## src/rtl/dsa_seq_pkg.sv

```systemverilog
// rtl/dsa_seq_pkg.sv - shared types and defaults for the sequential DSA output path
package dsa_seq_pkg;
    localparam int AW_DEF    = 19;
    localparam int DIM_W_DEF = 16;
    localparam int PIX_W     = 8;

    typedef logic [PIX_W-1:0]     pix_t;
    typedef logic [DIM_W_DEF-1:0] dim_t;

    typedef enum logic [1:0] {
        IDLE,
        CHECK,
        RUN,
        FLUSH
    } stream_state_t;
endpackage

```

## src/rtl/dsa_fifo2.sv

```systemverilog
// rtl/dsa_fifo2.sv - 2-entry synchronous FIFO decoupling RAM reads from the output stream
module dsa_fifo2 #(
    parameter int W = 8
) (
    input  logic         clk,
    input  logic         rst_n,
    input  logic         push,
    input  logic         pop,
    input  logic [W-1:0] wdata,
    output logic [W-1:0] head,
    output logic [1:0]   count
);
    logic [W-1:0] mem [2];
    logic         wr_ptr;
    logic         rd_ptr;

    always_ff @(posedge clk or negedge rst_n) begin
        if (!rst_n) begin
            mem[0] <= '0;
            mem[1] <= '0;
            wr_ptr <= 1'b0;
            rd_ptr <= 1'b0;
            count  <= 2'd0;
        end else begin
            if (push) begin
                mem[wr_ptr] <= wdata;
                wr_ptr      <= ~wr_ptr;
            end
            if (pop) begin
                rd_ptr <= ~rd_ptr;
            end
            count <= count + {1'b0, push} - {1'b0, pop};
        end
    end

    assign head = mem[rd_ptr];
endmodule

```

## src/rtl/dsa_out_streamer.sv

```systemverilog
// rtl/dsa_out_streamer.sv - streams the scaled frame from output RAM as a byte stream
// Optional running byte sum on checksum when STREAM_CHECKSUM_EN is defined.
module dsa_out_streamer #(
    parameter int AW    = dsa_seq_pkg::AW_DEF,
    parameter int DIM_W = dsa_seq_pkg::DIM_W_DEF,
    parameter int PIX_W = dsa_seq_pkg::PIX_W
) (
    input  logic             clk_50,
    input  logic             rst_n,
    input  logic             start,
    input  logic [DIM_W-1:0] out_w,
    input  logic [DIM_W-1:0] out_h,
    output logic             mem_rd,
    output logic [AW-1:0]    mem_addr,
    input  logic [PIX_W-1:0] mem_rdata,
    output logic             m_valid,
    input  logic             m_ready,
    output logic [PIX_W-1:0] m_data,
    output logic             m_sof,
    output logic             m_last,
    output logic             busy,
    output logic             done,
    output logic             err,
    output logic [15:0]      checksum
);
    import dsa_seq_pkg::*;

    localparam int TW = 2 * DIM_W;
    localparam logic [TW:0] DEPTH_V = {{TW{1'b0}}, 1'b1} << AW;

    stream_state_t state, state_nx;
    logic [TW-1:0] total, rd_cnt, beat_cnt, beat_nx;
    logic          inflight, done_q, err_q, done_nx, err_nx;
    logic          pop, rd_issue, accept_start;
    logic [1:0]    fifo_count;

    assign pop     = m_valid & m_ready;
    assign beat_nx = beat_cnt + TW'(pop);
    // done_q high means the frame just ended; a start in that cycle is dropped
    assign accept_start = start && (state == IDLE) && !done_q;

    always_comb begin
        state_nx = state;
        rd_issue = 1'b0;
        done_nx  = 1'b0;
        err_nx   = 1'b0;
        case (state)
            IDLE: begin
                if (accept_start) state_nx = CHECK;
            end
            CHECK: begin
                if (total == '0) begin
                    done_nx  = 1'b1;
                    state_nx = IDLE;
                end else if ({1'b0, total} > DEPTH_V) begin
                    done_nx  = 1'b1;
                    err_nx   = 1'b1;
                    state_nx = IDLE;
                end else begin
                    state_nx = RUN;
                end
            end
            RUN: begin
                // occupancy after this edge must leave room for the read now in flight
                rd_issue = ({1'b0, fifo_count} + {2'b0, inflight}) < (3'd2 + {2'b0, pop});
                if (rd_issue && (rd_cnt + 1'b1 == total)) state_nx = FLUSH;
            end
            FLUSH: begin
                if (beat_nx == total) begin
                    done_nx  = 1'b1;
                    state_nx = IDLE;
                end
            end
            default: state_nx = IDLE;
        endcase
    end

    always_ff @(posedge clk_50 or negedge rst_n) begin
        if (!rst_n) begin
            state    <= IDLE;
            total    <= '0;
            rd_cnt   <= '0;
            beat_cnt <= '0;
            inflight <= 1'b0;
            done_q   <= 1'b0;
            err_q    <= 1'b0;
        end else begin
            state    <= state_nx;
            done_q   <= done_nx;
            err_q    <= err_nx;
            inflight <= rd_issue;
            if (accept_start) total <= TW'(out_w) * TW'(out_h);
            if (state == CHECK) begin
                rd_cnt   <= '0;
                beat_cnt <= '0;
            end else begin
                if (rd_issue) rd_cnt <= rd_cnt + 1'b1;
                beat_cnt <= beat_nx;
            end
        end
    end

    dsa_fifo2 #(.W(PIX_W)) u_fifo (
        .clk   (clk_50),
        .rst_n (rst_n),
        .push  (inflight),
        .pop   (pop),
        .wdata (mem_rdata),
        .head  (m_data),
        .count (fifo_count)
    );

    assign m_valid  = (fifo_count != 2'd0);
    assign m_sof    = m_valid && (beat_cnt == '0);
    assign m_last   = m_valid && (beat_cnt == total - 1'b1);
    assign mem_rd   = rd_issue;
    assign mem_addr = rd_cnt[AW-1:0];
    assign busy     = (state != IDLE);
    assign done     = done_q;
    assign err      = err_q;

`ifdef STREAM_CHECKSUM_EN
    logic [15:0] sum;
    always_ff @(posedge clk_50 or negedge rst_n) begin
        if (!rst_n) sum <= '0;
        else if (accept_start) sum <= '0;
        else if (pop) sum <= sum + 16'(m_data);
    end
    assign checksum = sum;
`else
    assign checksum = 16'h0000;
`endif
endmodule

```

## config.mk

```make
export PLATFORM = sky130hd
export DESIGN_NAME = dsa_out_streamer
export DESIGN_NICKNAME = d
export VERILOG_FILES = /design/src/rtl/dsa_seq_pkg.sv /design/src/rtl/dsa_fifo2.sv /design/src/rtl/dsa_out_streamer.sv
export SDC_FILE = /design/constraint.sdc
export NUM_CORES = 1
export LEC_CHECK = 0
export CAP_MARGIN = 30
export CORE_MARGIN = 2
export CORE_UTILIZATION = 45
export DETAILED_ROUTE_END_ITERATION = 10
export GPL_TIMING_DRIVEN = 0
export HOLD_SLACK_MARGIN = 0.15
export SLEW_MARGIN = 20
export SYNTH_ARGS = -nofsm -noshare
export SYNTH_HDL_FRONTEND = slang
export SYNTH_SLANG_ARGS = --single-unit
```

## constraint.sdc

```tcl
create_clock -name clk_50 -period 4.85 [get_ports clk_50]
set_input_delay 0.97 -clock clk_50 [delete_from_list [all_inputs] [get_ports clk_50]]
set_output_delay 0.97 -clock clk_50 [all_outputs]
set_load 0.005 [all_outputs]
```

# == Word level (Yosys, flattened, before mapping) ==
# Cells that the tools add are included.
# op_classes
multipliers,1
n_eq_ne,9
magnitude_cmp,5
n_reduce_logical,14
n_bitwise,5
n_mux,22
n_addsub,7
# ops
op,count
32-bit == test,3
32-bit 2-to-1 mux,3
32-bit zero test,2
32-bit by 1-bit adder with 32-bit output,1
"32-bit by 1-bit adder with 32-bit output, second input constant",1
"32-bit by 20-bit greater-than comparator with 1-bit output, second input constant",1
16-bit by 16-bit multiplier with 32-bit output,1
8-bit 2-to-1 mux,4
"32-bit by 1-bit subtractor with 32-bit output, second input constant",1
16-bit bitwise mux,1
2-bit 2-to-1 mux,5
8-bit demux with 1-bit select,1
2-bit case mux with 4 select lines,1
1-bit logical AND,6
1-bit 2-to-1 mux,6
"2-bit != test, second input constant",3
2-bit nonzero test,3
"2-bit == test, second input constant",2
"2-bit greater-or-equal comparator, second input constant",2
1-bit inverter with 2-bit output,2
2-bit by 1-bit adder with 3-bit output,1
"2-bit by 1-bit adder with 3-bit output, first input constant",1
3-bit < comparator,1
3-bit AND reduction,1
other kinds (9),10
# word_totals
regBits,121
elab_cells,75
input_bits,44
out_inout_bits,50

# == Logic depth before layout (Yosys ltp) ==
# Gate-level depths: netlist of run 1.
# logic_depth
word_depth,7
depth_mapped,24
depth_no_buf,23

# == Modules after synthesis ==
# A second synthesis of run 1 with hierarchy kept.
# unflattened
hier_cells,1976
hier_area_um2,17051.4
# modules_own_cells
module,cells_each,seq_area_each_um2,area_per_inst_um2,n_inst
dsa_out_streamer,1920,2527.4,16151.7,1
dsa_fifo2,56,500.5,899.6,1

# == Worst setup path before layout of run 1 ==
# Ideal clock, no wire load.
# synth_path
path_type,input -> register
from,input out_h[1]
to,register total[31]
setup_ps,133
arrival_ps,6467
setup_slack_ps,-1750
required_ps,4717
stages,21
path_buffers,1
path_cell_list,clkbuf_1 > nand2_1 > fa_1 > fa_1 > inv_1 > fa_1 > fa_1 > fa_1 > inv_1 > fa_1 > inv_1 > ha_1 > and3_1 > and3_1 > a22oi_1 > o31ai_1 > a221oi_1 > o211ai_1 > a31oi_1 > xnor2_1 > o21ai_0
# synth_between
elab_chain_len,1
# synth_rtl
element,line_no,source
start: declaration,dsa_out_streamer.sv:12,"input logic [DIM_W-1:0] out_h,"
16-bit by 16-bit multiplier with 32-bit output,dsa_out_streamer.sv:92,if (accept_start) total <= TW'(out_w) * TW'(out_h);
end signal: assignment,dsa_out_streamer.sv:92,
end: declaration,dsa_out_streamer.sv:32,"logic [TW-1:0] total, rd_cnt, beat_cnt, beat_nx;"
# No other way between the ends.
# A chain may end at the register's enable or synchronous reset.

# == Worst setup path after layout of run 1 ==
# layout_path
from,input out_h[4]
to,register total[29]
# The elaborated chain is that of the path after synthesis.

==> results of run 1 <==
-- layout make-up --
class | count | share of cell area [%]
well taps | 468 | 2.84
repair buffers | 141 | 6.65
plain buffers | 144 | 6.27
flip-flops and latches | 121 | 14.7
multi-input cells | 1456 | 61.9
clock buffers | 21 | 2.23
inverters | 239 | 4.35
clock inverters | 11 | 1.05
-- worst register-to-register path: stages (launching register included) --
cell and delay, ns:
dfrtp_1 0.32, clkbuf_1 0.43, and4_1 0.37, nand4_1 0.37, nor2_1 0.50, nand4_1 0.32, a2111oi_0 0.46, nand3_1 0.12
nor4b_1 0.43, nand4_1 0.36, a21o_1 0.28
-- power groups by stage --
| stage | clock, mW | sequential [mW] | combinational (mW) |
|---|---|---|---|
| 4_1_cts | 1.50 | 1.54 | 11.4 |
| 2_1_floorplan | 0 | 1.43 | 7.97 |
| 5_1_grt | 1.54 | 1.60 | 13.6 |
| 6_report | 1.48 | 1.58 | 12.4 |
| 3_5_place_dp | 0 | 1.54 | 10.5 |
| 3_3_place_gp | 0 | 1.53 | 10.4 |
-- timing repair --
action | in CTS | in global routing
resized for setup | 283 | 84
setup endpoints to repair | 26 | 29
cloned | 1 | 1
setup buffers | 49 | 12
pin swaps | 54 | 44
-- layout by cell type, fill, tap and decap left out, types with 8 or more instances in the layout --
master and instances:
a21o_1 15, a21oi_1 30, a21oi_2 11, a31oi_1 14, and2_1 113, and2_4 8
and3_1 17, and4_1 10, buf_4 91, buf_6 23, buf_8 14, clkbuf_1 69
clkbuf_16 37, clkbuf_8 14, clkdlybuf4s50_1 44, conb_1 16, dfrtp_1 116, fa_1 182
fa_2 12, ha_1 98, ha_4 14, inv_1 219, inv_2 20, mux2_2 29
nand2_1 231, nand2_2 14, nand2b_1 8, nand3_1 43, nand4_1 31, nor2_1 95
nor2b_1 8, nor3_1 22, nor4_1 21, o211ai_1 9, o21ai_0 76, o21ai_1 18
o31ai_1 17, xnor2_1 103, xor2_1 62
-- stage by stage --
stage | power [mW] | instances | TNS (ns) | instance area, µm²
floorplan | 9.41 | 1965 | -17.81 | 17400
global placement | 11.9 | 2510 | -307.57 | 18800
detailed placement | 12.0 | 2511 | -51.62 | 18800
CTS | 14.4 | 2592 | -20.66 | 20300
global route | 16.7 | 2601 | -24.47 | 20600
finish | 15.4 | 2601 | -20.69 | 20600
-- state kept, by name, summed over array words and instances (netlist names), named ones only --
signal         count
u_fifo.wr_ptr      1
u_fifo.rd_ptr      1
rd_cnt            32
inflight           1
err                1
u_fifo.mem        16
state              1
total             32
u_fifo.count       2
done               1
beat_cnt          32
-- worst paths after layout --
| path | from | slack, ns | endpoint |
|---|---|---|---|
| setup / recovery | out_h[4] | -1.41 | total[29]$_DFFE_PN0P_ |
| hold / removal | rst_n | 0.40 | u_fifo.mem[10]$_DFFE_PN0P_ |
| setup reg to reg | beat_cnt[11]$_DFF_PN0_ | 0.77 | flip-flop |
| hold reg to reg | u_fifo.wr_ptr$_DFFE_PN0P_ | 0.50 | u_fifo.wr_ptr$_DFFE_PN0P_ |
| max in group asynchronous | rst_n | 3.69 | total[12]$_DFFE_PN0P_ |
| min in group clk_50 | u_fifo.wr_ptr$_DFFE_PN0P_ | 0.50 | u_fifo.wr_ptr$_DFFE_PN0P_ |
-- kinds of logic after synthesis --
group                      count (synthesis)  synth area share (%)
other                                      1                0.0223
muxes                                     35                  2.30
AOI/OAI and AO/OA                        248                  9.08
xor gates and xnor gates                 169                  8.81
DFF                                      121                  18.0
adders and majority gates                309                  31.7
buffers and inverters                    388                  9.88
and+or+nand+nor                          679                  20.2
-- metal layers --
metal | wire length [µm] | vias up
li1 | - | 6630
met1 | 21400 | 7135
met2 | 24700 | 443
met3 | 2300 | 83
met4 | 1310 | 0
met5 | 0 | -
==> flow_metrics.tcl, run 1 <==
set metrics [dict create \
    nets 2471 \
    synth_area_per_cell_um2 8.62 \
    gp_congestion 0.917 \
    crit_type "primary input to flip-flop" \
    ir_drop_mv 0.616 \
    rsz0062_at_grt "true" \
    cp_max_fo 5 \
    worstPathCellList "buf_12, clkbuf_16, and2_4, fa_1, inv_2, fa_2, inv_2, fa_1, fa_1, fa_1, inv_2, fa_1, inv_2, ha_4, and3_4, and3_4, a22oi_2, o31ai_4, a221oi_4, o211ai_1, a21oi_2, xor2_1, o21ai_1" \
    busiest_layer "met2" \
    gr-usage-met3_pct 3.11 \
    hp-class "primary input to asynchronous set/reset pin" \
    power_frac_comb_pct 80.2 \
    status "finished with violations" \
    clk_pin_slew_ns 0.06 \
    cellLeakagePower_nw 9.42 \
    holdWs_ns 0.399 \
    multi_input_area_um2 12800 \
    finClkSkew_ns 0.00726 \
    clockRootBuffer "clkbuf_16" \
    tightest_slew_ns 0.921 \
    synth_edf_count 0 \
    ys_types 69 \
    die_w_um 197 \
    yosysMostFrequentCell "nand2_1" \
    cpMostUsedCell "fa_1" \
    cp-end-kind "flip-flop" \
    synthesis.area_um2 16800 \
    wl_um 49700 \
    grt_first_pass_wirelength_um 78600 \
    p_clk_share_pct 9.6 \
    via_per_inst 5.49 \
    dp_slack_ns -2.73 \
    boundaryPins 94 \
    yosys-top-cells-area "fa_1 23%, dfrtp_1 18%, ha_1 8.4%" \
    power_frac_seq_pct 10.2 \
    switching_power_mw 7.34 \
    final_max_slew_viol_count 0 \
    p_per_area_nw_per_um2 748 \
    wl_per_cell_um 19.1 \
    max-slew-margin-rel_pct 38.1 \
    portBuffers 77 \
    worstRegToRegCells 10 \
    ys_warn_count 0 \
    clk_latency_ns 0.44 \
    clockBufferDepth 2 \
    antenna_cells 0 \
    drc 0 \
    design.core.area_um2 36700 \
    drive_gt1_share_pct 17.7 \
    cts_num_sinks 121 \
    die-area_um2 38900 \
    setup_viol 23 \
    grt_max_degree 85 \
    crit_required_ns 5.16 \
    globalRouteTotalUtil_pct 26.1 \
    via_count 14300 \
    hold_buffers 0 \
    worstPathArrival_ns 6.57 \
    start_util_pct 45.8 \
    htreeDepth 4 \
    antenna_found_initial 1 \
    synthArstFlopShare_pct 100 \
    met1_usage_pct 33.3 \
    synth_top_area_share_pct 23.1 \
    die_h_um 197 \
    start_kind "primary input" \
    synth_commonest_cells "246 x nand2_1, 239 x inv_1, 194 x fa_1" \
    first_iter_violations 959 \
    sw_frac_of_total_pct 47.6 \
    fin_crit_sh_pct 129 \
    ys.flop_type "dfrtp_1" \
    cpMaxStageDelayCell "fa_1" \
    period_needed_ns 6.26 \
    setup_ws_ns -1.41 \
    cts_made_buffers 17 \
    cts_tree "built" \
    violations "setup timing" \
    synth_top_area_cell "fa_1" \
    synthCells 1950 \
    seqCellArea_um2 3030 \
    critPathBufInv 6 \
    dp_hpwl_um 38600 \
    internal-power_mw 8.10 \
    grt_pass1_vias 14600 \
    fin_util_pct 56.3 \
    synth-seq-cells 121 \
    hold_viol_final 0 \
    grt_overflow_total 0 \
    fmax_mhz 160 \
    cp.depth 23 \
    syn_to_final_growth_pct 22.9 \
    fillers 3304 \
    cpLargestDelayFamily "adder cells" \
    rows 70 \
    max_stage_delay_ns 0.54 \
    max-cap-violations 0 \
    antenna_left 0 \
    synth_seq_area_share_pct 18.0 \
    first_pass_iters 5 \
    grt_use_met2_pct 46.2 \
]
No activity file was read; power rests on OpenSTA's default activity.
==> run 2, diff against run 1 <==
--- a/config.mk
+++ b/config.mk
@@ -11,7 +11,9 @@
 export DETAILED_ROUTE_END_ITERATION = 10
 export GPL_TIMING_DRIVEN = 0
 export HOLD_SLACK_MARGIN = 0.15
+export RECOVER_POWER = 100
 export SLEW_MARGIN = 20
 export SYNTH_ARGS = -nofsm -noshare
 export SYNTH_HDL_FRONTEND = slang
+export SYNTH_HIERARCHICAL = 1
 export SYNTH_SLANG_ARGS = --single-unit
==> run 2 against run 1 <==
  * The flow finishes with violations (capacitance limit, slew limit, setup timing)
  * Register-to-register slack lost 0.12 ns
  * Non-clock buffer count up 44
  * Sequential power fell by 6%
  * Setup slack improved by 0.016 ns
  * Via count rose by 3.4%
  * Total power rose by 4.2%
  * Core utilization increased by 0.77 points
  * Sequential share of layout area down 0.52 points
  * Final cell count grew 4.4%
  * Sequential cell count unchanged
  * Worst hold slack improved by 0.10 ns
==> flow_metrics.tcl, run 2 <==
set metrics [dict create \
    seqCellArea_um2 3030 \
    synth_area_per_cell_um2 8.63 \
    rows 71 \
    die-area_um2 39500 \
    fin_util_pct 57.0 \
    synth-seq-cells 121 \
    hold_viol_final 0 \
    total_power_mw 16.1 \
    ys_types 76 \
    cpMostUsedCell "fa_1" \
    wl_per_cell_um 19.1 \
    fillers 3342 \
    wl_um 51800 \
    period_needed_ns 6.24 \
    final_common_cell "inv_1" \
    first_iter_violations 1016 \
    synth_edf_count 0 \
    violations "capacitance limit, slew limit, setup timing" \
    cpMaxStageDelayCell "fa_1" \
    globalRouteTotalUtil_pct 26.7 \
    grt_max_degree 92 \
    cp-end-kind "flip-flop" \
    cts_made_buffers 17 \
    switching_power_mw 7.51 \
    clk_latency_ns 0.44 \
    portBuffers 77 \
    clockRootBuffer "clkbuf_16" \
    setup_ws_ns -1.39 \
    finish.instance_area_um2 21400 \
    top_regs "beat_cnt (32), rd_cnt (32), total (32)" \
    yosys-top-cells-area "fa_1 23%, dfrtp_1 18%, ha_1 8.3%" \
    final_cells 2716 \
    syn_to_final_growth_pct 25.4 \
    fin_crit_sh_pct 129 \
    max_stage_delay_ns 0.55 \
    r2r-start "u_fifo/count[1]$_DFF_PN0_" \
    htreeDepth 4 \
    cts_num_sinks 121 \
    ys.flop_type "dfrtp_1" \
    worstPathCellList "buf_12, clkbuf_16, and2_4, fa_1, inv_2, fa_1, inv_1, fa_1, fa_1, fa_1, inv_1, fa_1, inv_2, ha_4, a21o_1, a21o_1, a2111oi_4, o21a_1, a31oi_4, o2111a_2, or2_4, a221o_1" \
    grt_pass1_vias 14700 \
    tightest_slew_ns 2.33 \
    synthCells 1976 \
    setup_tns_ns -20.62 \
    crit_type "primary input to flip-flop" \
    start_kind "primary input" \
    multi_input_area_um2 13200 \
    design.core.area_um2 37500 \
    antenna_found_initial 0 \
    antenna_left 0 \
    final_max_slew_viol_count 124 \
    worstPathArrival_ns 6.57 \
    yosysMostFrequentCell "inv_1" \
    nets 2544 \
    worstRegToRegCells 11 \
    start_util_pct 45.5 \
    dp.cells 2580 \
    holdWs_ns 0.501 \
    status "finished with violations" \
    synth_commonest_cells "249 x inv_1, 233 x nand2_1, 194 x fa_1" \
    via_per_inst 5.44 \
    hp-class "flip-flop to flip-flop" \
    power_frac_seq_pct 9.3 \
    drc 0 \
    p_clk_share_pct 7.9 \
    ys_warn_count 6 \
    ff2ff_setup_slack_ns 0.65 \
    rsz0062_at_grt "true" \
    synth_seq_area_share_pct 17.8 \
    finClkSkew_ns 0.00956 \
    max-cap-violations 2 \
    via_count 14800 \
    antenna_cells 0 \
    setup_viol 24 \
    synthArstFlopShare_pct 100 \
    layout_common_cells "232 x inv_1, 216 x nand2_1, 182 x fa_1, 118 x dfrtp_1, 116 x and2_1" \
    holdPathEnd "u_fifo/mem[2]$_DFFE_PN0P_" \
    die_h_um 199 \
    synth_top_area_cell "fa_1" \
    p_per_area_nw_per_um2 752 \
    first_pass_iters 5 \
    power_frac_comb_pct 82.8 \
    cp_max_fo 3 \
    sw_frac_of_total_pct 46.7 \
    ir_drop_mv 0.660 \
    critPathBufInv 6 \
    synth_top_area_share_pct 22.8 \
    cellLeakagePower_nw 9.83 \
    crit_required_ns 5.17 \
    fmax_mhz 160 \
    max-slew-margin-rel_pct -55.5 \
    cts_tree "built" \
    synthesis.area_um2 17100 \
    dp_hpwl_um 39800 \
    clk_pin_slew_ns 0.06 \
    boundaryPins 94 \
    grt_overflow_total 0 \
    clockBufferDepth 2 \
    gp_congestion 0.936 \
    dp_slack_ns -3.01 \
    cpLargestDelayFamily "adder cells" \
    drive_gt1_share_pct 19.6 \
    die_w_um 199 \
    grt_first_pass_wirelength_um 80700 \
    min_from "u_fifo/mem[2]$_DFFE_PN0P_" \
    internal-power_mw 8.58 \
    place_area_um2 18900 \
    hold_depth 1 \
    timing.rr.end "done$_DFF_PN0_" \
]
-- run 2: cell count changes after synthesis, sizes merged, moves of 6 or more --
cell / before / now
clkbuf: 108 / 88
nor4: 24 / 35
and2: 121 / 133
nor2: 96 / 88
o21ai: 100 / 88
or3: 5 / 13
nand4: 31 / 22
nand2: 246 / 234
inv: 239 / 249
xor2: 62 / 55
o31ai: 19 / 25
nand3: 44 / 53
buf: 41 / 58
-- run 2: power by group through the flow --
stage / Clock (mW) / Combinational (mW) / Sequential [mW]
detailed placement: 0 / 9.82 / 1.49
global placement: 0 / 9.71 / 1.48
CTS: 1.30 / 11.9 / 1.49
floorplan: 0 / 7.73 / 1.38
finish: 1.28 / 13.3 / 1.49
global route: 1.34 / 14.7 / 1.51
-- run 2: layer usage --
layer	GRT usage (%)	share of wire, %	vias up
met2	44.6	48	491
met1	34.5	42	7281
met4	12.9	4.7	0
met5	0	0	-
met3	2.93	4.7	111
li1	-	-	6892
-- run 2: how the worst max path moves through the flow --
stage / startpoint / to / slack (ns) / cells past startpoint
final: out_h[10] / total[28]$_DFFE_PN0P_ / -1.39 / 22
after floorplan: out_h[12] / total[28]$_DFFE_PN0P_ / -1.57 / 21
after detailed placement: out_h[13] / total[28]$_DFFE_PN0P_ / -3.01 / 21
after global routing: out_w[13] / total[28]$_DFFE_PN0P_ / -1.55 / 21
after CTS: out_h[10] / total[28]$_DFFE_PN0P_ / -1.45 / 22
after global placement: out_h[13] / total[28]$_DFFE_PN0P_ / -2.99 / 21
-- run 2: cell families (layout without fill, tap and decap cells) --
family / Yosys count / in the layout / synth area share, %
compound gates: 271 / 271 / 10.2
xor+xnor: 159 / 159 / 8.25
fa+ha+maj: 307 / 307 / 31.1
buf+inv: 395 / 609 / 9.72
flops: 121 / 121 / 17.8
mux: 31 / 31 / 2.18
other cells: 1 / 16 / 0.0220
simple gates: 691 / 691 / 20.8
-- run 2: layout make-up --
class | instances | area share [%]
timing repair buffer | 188 | 8.36
sequential | 121 | 14.2
tap | 511 | 2.99
clock inverter | 13 | 0.685
inverter | 249 | 4.37
multi-input combinational | 1475 | 61.6
buffer | 141 | 5.78
clock buffer | 18 | 2.05
-- run 2: repair_timing --
action                                  4_1_cts  5_1_grt
endpoints found under the setup margin       27       27
hold buffers                                  0        0
setup buffers                                64       46
pin swaps                                    73       59
resized for setup                           354      114
gates cloned                                  0        1
